--- src/rtl/player_move_ctrl.sv ---
// rtl/player_move_ctrl.sv - key-driven move sequencer: issue, settle, commit resolved position, step cooldown
module player_move_ctrl #(
  parameter int START_X       = 1,
  parameter int START_Y       = 1,
  parameter int X_MAX         = 14,
  parameter int Y_MAX         = 19,
  parameter int SETTLE_CYCLES = 2,
  parameter int STEP_TICKS    = 12500000
) (
  input  logic       clk,
  input  logic       reset,
  input  logic       key_right,
  input  logic       key_up,
  input  logic       key_left,
  input  logic       key_down,
  input  logic [1:0] map_sel,
  input  logic [4:0] resolved_x,
  input  logic [4:0] resolved_y,
  output logic [2:0] move_out,
  output logic [4:0] query_x,
  output logic [4:0] query_y,
  output logic [4:0] player_x,
  output logic [4:0] player_y,
  output logic       step_done,
  output logic       blocked
);

  localparam int CNT_W = $clog2(STEP_TICKS + 1);

  typedef enum logic [2:0] {
    S_IDLE, S_ISSUE, S_SETTLE, S_COMMIT, S_COOLDOWN
  } state_t;

  state_t           state, state_nx;
  logic [3:0]       key_meta, key_sync;  // {down, left, up, right}
  logic [2:0]       code_sel, code_q;
  logic [CNT_W-1:0] cool_cnt;
  logic [3:0]       settle_cnt;
  logic [1:0]       map_q;
  logic             map_valid;
  logic             map_chg;
  logic             res_ok;

  always_ff @(posedge clk or posedge reset) begin
    if (reset) begin
      key_meta <= '0;
      key_sync <= '0;
    end else begin
      key_meta <= {key_down, key_left, key_up, key_right};
      key_sync <= key_meta;
    end
  end

  always_comb begin
    code_sel = 3'b000;
    if (key_sync[0])      code_sel = 3'b100;
    else if (key_sync[1]) code_sel = 3'b001;
    else if (key_sync[2]) code_sel = 3'b010;
    else if (key_sync[3]) code_sel = 3'b011;
  end

  // map_q is only meaningful after the first post-reset edge has captured map_sel
  assign map_chg = map_valid && (map_sel != map_q);

  // an unchanged position means the detector hit a wall; 0-1 wraps to 31 and lands out of bounds
  assign res_ok = !(((resolved_x == player_x) && (resolved_y == player_y)) ||
                    (resolved_x > 5'(X_MAX)) || (resolved_y > 5'(Y_MAX)));

  always_ff @(posedge clk or posedge reset) begin
    if (reset) state <= S_IDLE;
    else       state <= state_nx;
  end

  always_comb begin
    state_nx = state;
    case (state)
      S_IDLE:     if ((cool_cnt == '0) && (|key_sync)) state_nx = S_ISSUE;
      S_ISSUE:    state_nx = S_SETTLE;
      S_SETTLE:   if (settle_cnt == 4'(SETTLE_CYCLES - 1)) state_nx = S_COMMIT;
      S_COMMIT:   state_nx = S_COOLDOWN;
      S_COOLDOWN: if (cool_cnt <= CNT_W'(1)) state_nx = S_IDLE;
      default:    state_nx = S_IDLE;
    endcase
    if (map_chg) state_nx = S_IDLE;
  end

  // move_out drops to 000 outside a move so a repeated direction still gives the detector an edge
  always_comb begin
    move_out = 3'b000;
    if ((state == S_ISSUE) || (state == S_SETTLE) || (state == S_COMMIT)) move_out = code_q;
  end

  assign query_x = player_x;
  assign query_y = player_y;

  always_ff @(posedge clk or posedge reset) begin
    if (reset) begin
      player_x   <= 5'(START_X);
      player_y   <= 5'(START_Y);
      cool_cnt   <= '0;
      settle_cnt <= '0;
      code_q     <= 3'b000;
      step_done  <= 1'b0;
      blocked    <= 1'b0;
      map_q      <= 2'b00;
      map_valid  <= 1'b0;
    end else begin
      step_done <= 1'b0;
      blocked   <= 1'b0;
      map_valid <= 1'b1;
      map_q     <= map_sel;
      if (map_chg) begin
        player_x   <= 5'(START_X);
        player_y   <= 5'(START_Y);
        cool_cnt   <= '0;
        settle_cnt <= '0;
      end else begin
        case (state)
          S_IDLE:   if ((cool_cnt == '0) && (|key_sync)) code_q <= code_sel;
          S_ISSUE:  settle_cnt <= '0;
          S_SETTLE: settle_cnt <= settle_cnt + 4'd1;
          S_COMMIT: begin
            cool_cnt <= CNT_W'(STEP_TICKS - 1);
            if (res_ok) begin
              player_x  <= resolved_x;
              player_y  <= resolved_y;
              step_done <= 1'b1;
            end else begin
              blocked <= 1'b1;
            end
          end
          S_COOLDOWN: if (cool_cnt != '0) cool_cnt <= cool_cnt - CNT_W'(1);
          default: ;
        endcase
      end
    end
  end

endmodule

--- config.mk ---
export PLATFORM = sky130hd
export DESIGN_NAME = player_move_ctrl
export DESIGN_NICKNAME = d
export VERILOG_FILES = /design/src/rtl/player_move_ctrl.sv
export SDC_FILE = /design/constraint.sdc
export NUM_CORES = 1
export LEC_CHECK = 0
export ABC_AREA = 1
export CORE_MARGIN = 2
export CORE_UTILIZATION = 50
export DETAILED_ROUTE_END_ITERATION = 10
export PLACE_DENSITY = 0.73
export SETUP_SLACK_MARGIN = 0.05
export SLEW_MARGIN = 20
export SYNTH_ARGS = -nofsm -noshare
export SYNTH_HDL_FRONTEND = slang
export SYNTH_SLANG_ARGS = --single-unit
--- constraint.sdc ---
create_clock -name clk -period 2.15 [get_ports clk]
set_input_delay 0.215 -clock clk [delete_from_list [all_inputs] [get_ports clk]]
set_output_delay 0.215 -clock clk [all_outputs]
set_load 0.005 [all_outputs]
Word level (Yosys, flattened, before mapping)
Cells that the tools add are included.
{"block": "op_classes", "n_addsub": 2, "magnitude_cmp": 3, "eq_ne": 13, "mux": 27, "bitwise_logic": 1, "n_reduce_logical": 18}
{"cell": "$mux W24", "n": 2}
{"cell": "$pmux W24 S2", "n": 1}
{"cell": "$mux W5", "n": 6}
{"cell": "$le A24 B1 Y1 const B", "n": 1}
{"cell": "$logic_not A24 Y1", "n": 1}
{"cell": "$reduce_bool A24 Y1", "n": 1}
{"cell": "$sub A24 B1 Y24 const B", "n": 1}
{"cell": "$mux W3", "n": 6}
{"cell": "$pmux W3 S5", "n": 1}
{"cell": "$ne A3 B3 Y1 const B", "n": 4}
{"cell": "$eq A5 B5 Y1", "n": 2}
{"cell": "$pmux W4 S2", "n": 1}
{"cell": "$eq A3 B2 Y1 const B", "n": 2}
{"cell": "$mux W1", "n": 6}
{"cell": "$mux W2", "n": 3}
{"cell": "$reduce_and A3 Y1", "n": 2}
{"cell": "$reduce_bool A3 Y1", "n": 2}
{"cell": "$gt A5 B4 Y1 const B", "n": 1}
{"cell": "$gt A5 B5 Y1 const B", "n": 1}
{"cell": "$add A4 B1 Y4 const B", "n": 1}
{"cell": "$eq A4 B1 Y1 const B", "n": 1}
{"cell": "$logic_or A1 B1 Y1", "n": 4}
{"cell": "$mux W4", "n": 1}
{"cell": "$reduce_and A2 Y1", "n": 2}
{"cell": "9 further kinds", "n": 11}
{"block": "word_totals", "register_bits": 57, "in_bits": 18, "output_inout_bits": 25, "word_cells": 76}

Logic depth before layout (Yosys ltp)
{"block": "logic_depth", "depth_word": 7, "ltp_mapped": 12}

Least setup slack after synthesis
Ideal clock, no wire load.
{"block": "synth_path", "path_type": "register to register", "from": "reg cool_cnt[0]", "to": "reg cool_cnt[22]", "setup_time_ps": 113, "arrival_ps": 1413, "setup_slack_ps": 625, "stages_incl_launch_ff": 12, "path_buffers": 0, "synth_period_minus_slack_ps": 1525, "path_cell_list": "dfrtp_1 > inv_1 > ha_1 > nand2_2 > nor2_4 > nand2_1 > nor2_1 > nand3_1 > nand2_1 > nand2_1 > nand2_1 > inv_1"}
{"block": "synth_via", "elab_chain_len": 4}
{"element": "start, declared", "line": "37", "source": "logic [CNT_W-1:0] cool_cnt;"}
{"element": "start signal, assigned", "line": "123", "source": "cool_cnt <= CNT_W'(STEP_TICKS - 1);"}
{"element": "start signal, assigned", "line": "132", "source": "S_COOLDOWN: if (cool_cnt != '0) cool_cnt <= cool_cnt - CNT_W'(1);"}
{"element": "$sub A24 B1 Y24", "line": "132"}
{"element": "$mux W24", "line": "132"}
{"element": "$pmux W24 S2", "line": "118", "source": "case (state)"}
{"element": "$mux W24", "line": "112", "source": "if (map_chg) begin"}
Parallel ways exist; a longest one is shown, timed or not. The select of a mux whose other input is x is not followed.
A chain may end at the register's enable or synchronous reset.

Final worst setup path
{"block": "layout_path", "from": "reg state[1]", "to": "out move_out[1]"}
{"block": "layout_via", "elab_chain_len": 4}
{"element": "start, declared", "line": "34", "source": "state_t state, state_nx;"}
{"element": "start signal, assigned", "line": "71", "source": "else state <= state_nx;"}
{"element": "$eq A3 B1 Y1 / $eq A3 B2 Y1 (equally long branches)", "line": "90", "source": "if ((state == S_ISSUE) || (state == S_SETTLE) || (state == S_COMMIT)) move_out = code_q;"}
{"element": "$logic_or A1 B1 Y1", "line": "90"}
{"element": "$logic_or A1 B1 Y1 (*)", "line": "90"}
{"element": "$mux W3 (*)", "line": "90"}
{"element": "end, declared", "line": "19", "source": "output logic [2:0] move_out,"}
Every way passes the cells marked *; elsewhere a longest branch is shown, timed or not.

==> impl_metrics.tcl <==
set metrics [dict create \
    outcome "complete, but fails checks" \
    violations "DRC" \
    start_kind "flip-flop" \
    synth_area_um2 3350 \
    viasPerCell 5.11 \
    hp-class "in2async" \
    ant_nets 0 \
    cellPowerDensity_nw_per_um2 1060 \
    cts_tree "done" \
    hold_violations 0 \
    max_freq_mhz 534 \
    final_layout_size_suffix_gt1_share_pct 12.9 \
    critPathKind "reg2out" \
    finalCritPeriodShare_pct 87.2 \
    cp.arrival_ns 1.66 \
    finalSetupTns_ns 0 \
    initial_core_util_pct 52.1 \
    cts_sinks 57 \
    post-route-util_pct 61.9 \
    syn_inst 444 \
    period_needed_ns 1.87 \
    synth_largest_area_cell "dfrtp_1" \
    synth-seq-area-share_pct 42.7 \
    peakVddDrop_mv 0.628 \
    clkLatencyLatePin_ns 0.35 \
    use_met3_pct 4.14 \
    htree_num_levels 3 \
    p_leak_nw 1.91 \
    die_y_um 85.8 \
    cts_buffers 9 \
    num_antenna_cells 0 \
    synthToLayoutAreaGrowth_pct 18.9 \
    drt_wl_total_um 6850 \
    num_io_pins 43 \
    drt_pass1_iterations 8 \
    ctsResizeCount 0 \
    root_buffer "clkbuf_8" \
    dieArea_um2 7360 \
    vias 2896 \
    ys_types 38 \
    cts_setup_buffers 0 \
    gp_congestion 0.872 \
    crit_fanout 4 \
    core_um2 6420 \
    num_rows 29 \
    drt_iter0_drc 177 \
    grt-busiest-layer "met2" \
    rsz0062_at_grt "false" \
    grt_pass1_vias 2566 \
    met2_usage_pct 30.7 \
    skew_ns 0.00907 \
    die_x_um 85.8 \
    fill_cells 551 \
    layout.nets 508 \
    grt_pass1_wl_um 11900 \
    yosys_warnings 0 \
    netlist_top_cells_area "dfrtp_1 41%, nand2_1 14%, nor2_1 6.7%" \
    rrSetupSlack_ns 0.32 \
    path_clk_slew_ns 0.07 \
    max_cap_viol_count 0 \
    hpwl_um 4940 \
    synth.top_cell.area_share_pct 41.1 \
    cp-end-kind "primary output" \
    setup_viol 0 \
    required_ns 1.93 \
    finalMaxSlewViolations 0 \
    r2r-start "cool_cnt[0]" \
    clockBufferDepth 2 \
    crit_start "state[1]" \
    wire_per_inst_um 12.1 \
    ys_ff_latch 57 \
    cts_hold_buf 0 \
    gr-usage-all-layers_pct 20.7 \
    portBuffers 42 \
    drc_errors 8 \
    synth_fp_nets 467 \
    grtUsageMet1_pct 28.8 \
    avgSynthCellArea_um2 7.54 \
    grt_max_degree 40 \
    overflow 0 \
    antenna_found_initial 0 \
]
## cells in the final DEF (no fill, tap or decap), drive strengths merged, types with 4 or more instances in the layout
cell             n
nand2          135
nor2            72
inv             60
dfrtp           55
clkdlybuf4s50   42
nand3           34
a21oi           22
o21ai           16
clkbuf          10
o22ai            8
ha               5
clkinv           5
xor2             4
## routing by layer
| metal | up-vias | part of all wire [%] |
|---|---|---|
| li1 | 1458 | - |
| met1 | 1339 | 47 |
| met2 | 89 | 45 |
| met3 | 10 | 5.8 |
| met4 | 0 | 1.9 |
| met5 | - | 0 |
## area by class of cell
| type | count | area, um2 | share of cell area [%] |
|---|---|---|---|
| flip-flops and latches | 57 | 1430 | 35.9 |
| multi-input cells | 310 | 1550 | 39.1 |
| clock inverters | 6 | 67.6 | 1.70 |
| inverters | 62 | 238 | 5.98 |
| repair buffers | 45 | 455 | 11.5 |
| clock buffers | 10 | 138 | 3.46 |
| well taps | 77 | 96.3 | 2.42 |
## registers in the layout (all words and copies together), names as in the netlist
register / count
key_sync: 4
blocked: 1
player_x: 5
map_valid: 1
player_y: 5
map_q: 2
cool_cnt: 24
step_done: 1
code_q: 3
settle_cnt: 4
key_meta: 4
state: 3
## cell usage after synthesis, drive strengths merged
library cell,number
a21boi,1
a21oi,22
a22oi,1
buf,14
clkbuf,1
clkinv,2
conb,1
dfrtp,55
dfstp,2
ha,5
inv,60
nand2,135
nand3,34
nand3b,1
nand4,2
nor2,72
nor3,2
nor3b,1
o21ai,16
o21bai,2
o22ai,8
xnor2,3
xor2,4
## metrics by stage
step / setup slack, ns / power [mW] / cell area, um2 / cells / hold slack (ns)
after CTS: 0.261 / 4.21 / 3980 / 567 / 0.177
after floorplan: 0.539 / 2.77 / 3350 / 444 / 0.246
after global placement: 0.235 / 3.10 / 3770 / 551 / 0.333
after detailed placement: 0.177 / 3.16 / 3770 / 551 / 0.335
after global routing: 0.104 / 4.53 / 3980 / 567 / 0.205
final: 0.276 / 4.20 / 3980 / 567 / 0.168
## path summary, 6_finish.rpt
| kind | endpoint | cells past startpoint |
|---|---|---|
| max | move_out[1] | 5 |
| min | key_meta[0] | 2 |
| max reg2reg | cool_cnt[22] | 11 |
| min reg2reg | key_sync[3] | 0 |
| max in group asynchronous | player_x[0] | 3 |
| min in group clk | key_meta[0] | 1 |
## cell families after synthesis
group | after synthesis | synth area share, %
AOI/OAI and AO/OA | 50 | 10.0
xor gates and xnor gates | 7 | 1.83
adders and majority gates | 5 | 1.87
buffers and inverters | 77 | 10.8
DFF | 57 | 42.7
other | 1 | 0.112
and+or+nand+nor | 247 | 32.6
## worst max-delay path: stages, from the launching register on
cell	delay, ns
dfrtp_1	0.40
nor2_1	0.07
nor2_1	0.14
inv_1	0.09
nor2_1	0.09
clkdlybuf4s50_1	0.51
## power by group
part / leakage [nW] / switching [mW] / total, mW / internal, mW
combinational: 1.10 / 0.967 / 1.57 / 0.603
clock: 0.0985 / 0.475 / 1.04 / 0.567
sequential: 0.716 / 0.269 / 1.59 / 1.32
(Power assumes the default switching activity.)
